`config.mk`:
```
export PLATFORM = sky130hd
export DESIGN_NAME = axi_lite_bram_slave
export DESIGN_NICKNAME = d
export VERILOG_FILES = /design/src/rtl/axi_lite_pkg.sv /design/src/rtl/bram_addr_decode.sv /design/src/rtl/axi_lite_bram_slave.sv
export SDC_FILE = /design/constraint.sdc
export NUM_CORES = 1
export LEC_CHECK = 0
export CORE_ASPECT_RATIO = 0.8
export CORE_MARGIN = 4
export CORE_UTILIZATION = 45
export DETAILED_ROUTE_END_ITERATION = 8
export PLACE_DENSITY_LB_ADDON = 0.05
export SYNTH_ARGS = -nofsm -noshare
export SYNTH_HDL_FRONTEND = slang
export SYNTH_SLANG_ARGS = --single-unit
```
`constraint.sdc`:
```
create_clock -name clk -period 5.68 [get_ports clk]
set_clock_uncertainty 0.2 [all_clocks]
set_input_delay 0.568 -clock clk [delete_from_list [all_inputs] [get_ports clk]]
set_output_delay 0.568 -clock clk [all_outputs]
set_load 0.03 [all_outputs]
```
`src/rtl/axi_lite_pkg.sv`:
```
// Shared definitions for the AXI4-Lite to block-RAM slave.
//   RESP_OKAY / RESP_SLVERR : AXI response encodings
//   state_t                 : transaction FSM states (read path, write path)
package axi_lite_pkg;

    localparam logic [1:0] RESP_OKAY   = 2'b00;
    localparam logic [1:0] RESP_SLVERR = 2'b10;

    typedef enum logic [2:0] {
        IDLE,
        R_ISSUE,
        R_CAPT,
        R_RESP,
        W_NEED_W,
        W_NEED_AW,
        W_ISSUE,
        W_RESP
    } state_t;

endpackage

```
`src/rtl/bram_addr_decode.sv`:
```
// Combinational byte-address to BRAM word-index decoder.
//   addr     in  32          : AXI byte address
//   word     out ADDR_WIDTH  : word index, (addr - BASE_ADDR)[ADDR_WIDTH+1:2]
//   in_range out 1           : address falls inside the memory window
// Optional feature macro: AXI_RANGE_CHECK_EN. When undefined, in_range is
// tied high and addresses alias modulo the memory size.
module bram_addr_decode #(
    parameter int          ADDR_WIDTH = 14,
    parameter logic [31:0] BASE_ADDR  = 32'h0000_0000
) (
    input  logic [31:0]           addr,
    output logic [ADDR_WIDTH-1:0] word,
    output logic                  in_range
);

    // 32-bit wrapping subtraction: addresses below the base become huge
    // offsets and therefore fail the range check.
    logic [31:0] offset;
    assign offset = addr - BASE_ADDR;
    assign word   = offset[ADDR_WIDTH+1:2];

`ifdef AXI_RANGE_CHECK_EN
    localparam logic [32:0] MEM_BYTES = 33'd1 << (ADDR_WIDTH + 2);
    assign in_range = ({1'b0, offset} < MEM_BYTES);
`else
    assign in_range = 1'b1;
`endif

    // Byte-lane bits and (without the range check) the upper offset bits
    // carry no information for the word index.
    logic unused_offset_bits;
    assign unused_offset_bits = ^{offset[31:ADDR_WIDTH+2], offset[1:0]};

endmodule

```
`src/rtl/axi_lite_bram_slave.sv`:
```
// AXI4-Lite slave serving one transaction at a time from a single-port
// block RAM with one-cycle read latency.
//   clk, rst           : clock (rising edge), asynchronous active-high reset
//   axi_ar*/axi_r*     : read address / read data channels
//   axi_aw*/axi_w*/axi_b* : write address / write data / write response
//   bram_en/we/addr/wdata : BRAM access port (driven from registers)
//   bram_rdata         : BRAM read data, valid the cycle after a read enable
// Optional feature macro: AXI_RANGE_CHECK_EN (out-of-range -> SLVERR, no
// BRAM access). Default build aliases addresses and always returns OKAY.
module axi_lite_bram_slave
    import axi_lite_pkg::*;
#(
    parameter int          ADDR_WIDTH = 14,
    parameter logic [31:0] BASE_ADDR  = 32'h0000_0000
) (
    input  logic                  clk,
    input  logic                  rst,
    input  logic [31:0]           axi_araddr,
    input  logic                  axi_arvalid,
    output logic                  axi_arready,
    input  logic [2:0]            axi_arprot,
    output logic [31:0]           axi_rdata,
    output logic [1:0]            axi_rresp,
    output logic                  axi_rvalid,
    input  logic                  axi_rready,
    input  logic [31:0]           axi_awaddr,
    input  logic                  axi_awvalid,
    output logic                  axi_awready,
    input  logic [2:0]            axi_awprot,
    input  logic [31:0]           axi_wdata,
    input  logic [3:0]            axi_wstrb,
    input  logic                  axi_wvalid,
    output logic                  axi_wready,
    output logic [1:0]            axi_bresp,
    output logic                  axi_bvalid,
    input  logic                  axi_bready,
    output logic                  bram_en,
    output logic [3:0]            bram_we,
    output logic [ADDR_WIDTH-1:0] bram_addr,
    output logic [31:0]           bram_wdata,
    input  logic [31:0]           bram_rdata
);

    state_t                  state;
    logic                    ready_en;      // holds readies low until the first edge after reset
    logic [ADDR_WIDTH-1:0]   word_reg;      // AW captured ahead of W
    logic                    in_range_reg;  // range result of the transaction in flight
    logic [31:0]             wdata_reg;     // W captured ahead of AW
    logic [3:0]              wstrb_reg;

    // Decode whichever address can handshake this cycle: AW has priority,
    // and AR is only accepted when no AW is presented.
    logic [31:0]           dec_addr;
    logic [ADDR_WIDTH-1:0] dec_word;
    logic                  dec_in_range;

    assign dec_addr = axi_awvalid ? axi_awaddr : axi_araddr;

    bram_addr_decode #(
        .ADDR_WIDTH (ADDR_WIDTH),
        .BASE_ADDR  (BASE_ADDR)
    ) u_decode (
        .addr     (dec_addr),
        .word     (dec_word),
        .in_range (dec_in_range)
    );

    // Readies may look at valids; writes win ties against reads.
    assign axi_awready = ready_en && (state == IDLE || state == W_NEED_AW);
    assign axi_wready  = ready_en && (state == IDLE || state == W_NEED_W);
    assign axi_arready = ready_en && (state == IDLE) && !axi_awvalid && !axi_wvalid;

    logic aw_hs, w_hs, ar_hs;
    assign aw_hs = axi_awvalid && axi_awready;
    assign w_hs  = axi_wvalid  && axi_wready;
    assign ar_hs = axi_arvalid && axi_arready;

    // Write issue happens on the last of the AW/W handshakes; each half
    // comes from the live channel or from the earlier capture.
    logic                  issue_w;
    logic [ADDR_WIDTH-1:0] wr_word;
    logic                  wr_in_range;
    logic [31:0]           wr_data;
    logic [3:0]            wr_strb;

    always_comb begin
        issue_w     = 1'b0;
        wr_word     = dec_word;
        wr_in_range = dec_in_range;
        wr_data     = axi_wdata;
        wr_strb     = axi_wstrb;
        case (state)
            IDLE:      issue_w = aw_hs && w_hs;
            W_NEED_W: begin
                issue_w     = w_hs;
                wr_word     = word_reg;
                wr_in_range = in_range_reg;
            end
            W_NEED_AW: begin
                issue_w = aw_hs;
                wr_data = wdata_reg;
                wr_strb = wstrb_reg;
            end
            default: ;
        endcase
    end

    always_ff @(posedge clk or posedge rst) begin
        if (rst) begin
            state        <= IDLE;
            ready_en     <= 1'b0;
            word_reg     <= '0;
            in_range_reg <= 1'b0;
            wdata_reg    <= '0;
            wstrb_reg    <= '0;
            axi_rdata    <= '0;
            axi_rresp    <= RESP_OKAY;
            axi_rvalid   <= 1'b0;
            axi_bresp    <= RESP_OKAY;
            axi_bvalid   <= 1'b0;
            bram_en      <= 1'b0;
            bram_we      <= '0;
            bram_addr    <= '0;
            bram_wdata   <= '0;
        end else begin
            ready_en <= 1'b1;
            // The BRAM strobes are single-cycle pulses in the issue states.
            bram_en  <= 1'b0;
            bram_we  <= '0;

            if (issue_w) begin
                bram_en      <= wr_in_range;
                bram_we      <= wr_in_range ? wr_strb : 4'b0000;
                bram_addr    <= wr_word;
                bram_wdata   <= wr_data;
                in_range_reg <= wr_in_range;
                state        <= W_ISSUE;
            end else begin
                case (state)
                    IDLE: begin
                        if (aw_hs) begin
                            word_reg     <= dec_word;
                            in_range_reg <= dec_in_range;
                            state        <= W_NEED_W;
                        end else if (w_hs) begin
                            wdata_reg <= axi_wdata;
                            wstrb_reg <= axi_wstrb;
                            state     <= W_NEED_AW;
                        end else if (ar_hs) begin
                            bram_en      <= dec_in_range;
                            bram_addr    <= dec_word;
                            in_range_reg <= dec_in_range;
                            state        <= R_ISSUE;
                        end
                    end
                    R_ISSUE: state <= R_CAPT;
                    R_CAPT: begin
                        axi_rdata  <= in_range_reg ? bram_rdata : 32'h0;
                        axi_rresp  <= in_range_reg ? RESP_OKAY : RESP_SLVERR;
                        axi_rvalid <= 1'b1;
                        state      <= R_RESP;
                    end
                    R_RESP: begin
                        if (axi_rready) begin
                            axi_rvalid <= 1'b0;
                            state      <= IDLE;
                        end
                    end
                    W_ISSUE: begin
                        axi_bresp  <= in_range_reg ? RESP_OKAY : RESP_SLVERR;
                        axi_bvalid <= 1'b1;
                        state      <= W_RESP;
                    end
                    W_RESP: begin
                        if (axi_bready) begin
                            axi_bvalid <= 1'b0;
                            state      <= IDLE;
                        end
                    end
                    default: state <= state;  // W_NEED_W / W_NEED_AW wait for the other channel
                endcase
            end
        end
    end

    logic unused_prot;
    assign unused_prot = ^{axi_arprot, axi_awprot};

endmodule

```
==> key figures <==
Power and ir drop
  • PwrDens: 555 nW/um2
  • Seq pwr share: 35.8%
  • Peak supply drop: 292 uV
  • Psw: 1800 uW
  • Switching Share: 36.2%
  • Pint: 3160 uW
  • Clk pwr share: 24.0%
  • Comb power frac: 40.2%
  • Static Leak: 0.00423 uW

Synthesis
  • Post-synth top area share: 56.0%
  • Yosys warning total: 0
  • Synth cell count leaders: dfrtp_1, nand2_1, o21ai_0
  • Yosys top cell by area: dfrtp_1
  • Register area share after synthesis: 56.0%
  • Fraction of registers with async set/reset: 100%
  • Post-Synthesis Cells: 541
  • Cell Area, Synth: 6340 um2
  • Top FF cell, synth: dfrtp_1
  • Most common cell in the netlist: dfrtp_1
  • Synth area leaders: dfrtp_1, mux2_2, mux2i_1
  • FF+latch count, synth: 142
  • Mean Syn Cell Area: 11.7 um2
  • EDFF count, synth: 0
  • Unique masters post-synth: 36

Floorplanning
  • Ports: 237
  • Die Wd: 141 um
  • Die area: 16,100 um2
  • Core Box Area: 13,700 um2
  • Starting density of the core: 46.3%
  • Die H: 114 um
  • Rows: 38

Clock network
  • CTS tree: yes
  • Clock Path Buffers: 2
  • Cts hold-fix bufs: 0
  • Post-CTS Setup Inserts: 0
  • Root buffer cell: clkbuf_16
  • CTS buffer count: 17
  • H-tree levels: 4
  • Worst skew pair latency: 0.41 ns
  • Clock transition at path regs: 0.06 ns
  • Sink Count: 142
  • Cts repair resizes: 0

STA
  • Slew margin rel.: 22.5%
  • Fin. Hold Viols: 0
  • Setup Viol. Count Final: 0
  • RSZ-0062 raised after global routing: false
  • Setup TNS Final: 0 ns
  • Final Slew Violations: 0
  • Minimum clock period: 3.04 ns
  • Least-Margin Pin Slew: 1.16 ns
  • F_max: 0.329 GHz
  • Final worst-path cycle share: 53.5%

Detailed routing
  • Detail Route Antenna Nets: 0
  • Drt wl/cell: 16.1 um
  • First DRT Iteration DRCs: 250
  • Via count: 4,528
  • Vias per cell: 4.96
  • WL final: 14,700 um
  • # DRC: 0
  • Router iterations before antenna repair: 4

Global routing
  • Vias in the first global route: 4,731
  • Total Routing Usage GR: 18.7%
  • First-pass GRT wire length: 24,100 um
  • Total global routing overflow: 0
  • Largest net degree at the start of global routing: 92
  • Initial antenna violation count: 0

Setup path
  • CP Data Arrival Time: 2.27 ns
  • CP Data Required Time: 4.91 ns
  • Crit start category: flip-flop
  • Crit path capture type: output pin
  • Crit path kind: flip-flop to output pin
  • Slowest CP cell: clkdlybuf4s50_1
  • Max incr delay on CP: 0.70 ns
  • Worst-path cell chain: nor3_1 -> and3_1 -> clkdlybuf4s50_1
  • Crit-path max FO: 15

Placement
  • Placed cells: 880
  • Detailed Place HPWL: 9980 um
  • Post-DP Area: 8290 um2
  • GP Congestion: 0.781
  • IO Port Bufs: 192

Run
  • Max-Cap Viols: 0

Final layout
  • P&R area growth vs syn: 40.8%
  • Post-route insts no fill: 912
  • Antenna cells: 0
  • Final instance area: 8930 um2
  • Fillers: 1,040
  • # nets final: 864
  • Layout cells sized above 1: 16.4%

Worst hold path
  • Hold Crit Class: flip-flop to flip-flop

Outcome
  • Outcome: finished, final reports clean
-- metrics by stage --
step | power [uW] | hold WS (ns) | util [%] | worst slack [ns]
floorplan | 3000 | 0.250 | - | 1.10
finish | 4950 | 0.275 | 65.2 | 2.64
global route | 5250 | 0.300 | 65.2 | 2.48
global placement | 3730 | 0.261 | 60.5 | 2.24
detailed placement | 3810 | 0.268 | 60.5 | 2.21
CTS | 5020 | 0.281 | 65.2 | 2.61
-- area by class of cell --
type	instances	area (um2)	area share, %
well taps	180	225	2.52
clock inverters	13	188	2.10
inverters	8	35.0	0.392
flip-flops and latches	142	3550	39.8
clock buffers	19	453	5.07
repair buffers	196	1950	21.9
multi-input cells	354	2520	28.3
-- cell families after synthesis --
| group | Yosys count | share of synthesized area, % |
|---|---|---|
| DFF | 142 | 56.0 |
| and+or+nand+nor | 142 | 9.37 |
| muxes | 123 | 22.7 |
| AOI/OAI and AO/OA | 85 | 7.34 |
| buffers and inverters | 46 | 4.28 |
| other | 2 | 0.118 |
| xor gates and xnor gates | 1 | 0.138 |
-- worst paths after layout --
check / startpoint / endpoint / slack (ns) / cells past startpoint
max: state[2] / axi_arready / 2.64 / 3
min: axi_rdata[31] / axi_rdata[31] / 0.28 / 2
max reg2reg: state[0] / bram_addr[3] / 2.71 / 5
min reg2reg: axi_rdata[31] / axi_rdata[31] / 0.28 / 2
max in group asynchronous: rst / state[2] / 3.59 / 3
min in group asynchronous: rst / axi_rdata[14] / 0.51 / 2
-- layer usage --
layer  wire [um]  share of wire [%]  vias up  global-route usage, %
met5           0                  0        -                      0
li1            -                  -     2196                      -
met3        1010                6.9       11                   6.89
met2        6960                 47      130                   29.9
met1        6600                 45     2191                   24.8
met4         131               0.89        0                   3.81
-- worst max-delay path: cells and delay by family, from the launching register on --
family / cells / cell delay, ns
simple gates: 2 / 0.58
flops: 1 / 0.58
buf+inv: 1 / 0.70
-- cells in the final DEF (no fill, tap or decap), types with 2 or more instances in the layout --
| cell type | instances |
|---|---|
| mux2_2 | 44 |
| bufinv_16 | 4 |
| buf_4 | 4 |
| a31oi_1 | 2 |
| clkbuf_16 | 17 |
| nor2b_1 | 2 |
| conb_1 | 3 |
| o21ai_0 | 75 |
| clkdlybuf4s50_1 | 192 |
| clkinv_2 | 2 |
| nor2_1 | 7 |
| a21oi_1 | 3 |
| mux2_4 | 31 |
| inv_6 | 2 |
| nand3b_1 | 3 |
| nand2_2 | 2 |
| and3_1 | 3 |
| clkinvlp_4 | 3 |
| clkinv_4 | 3 |
| inv_1 | 7 |
| clkbuf_8 | 2 |
| nand2_1 | 114 |
| dfrtp_1 | 142 |
| nand3_1 | 3 |
| mux2i_1 | 48 |
-- power by group through the flow --
stage          combinational (uW)  sequential (uW)  clock, uW
2_1_floorplan                 786             2220          0
3_3_place_gp                 1970             1760          0
3_5_place_dp                 2020             1790          0
4_1_cts                      2020             1780       1210
5_1_grt                      2140             1840       1270
6_report                     1990             1770       1190
Note: power is estimated with default switching activity, not from simulation.
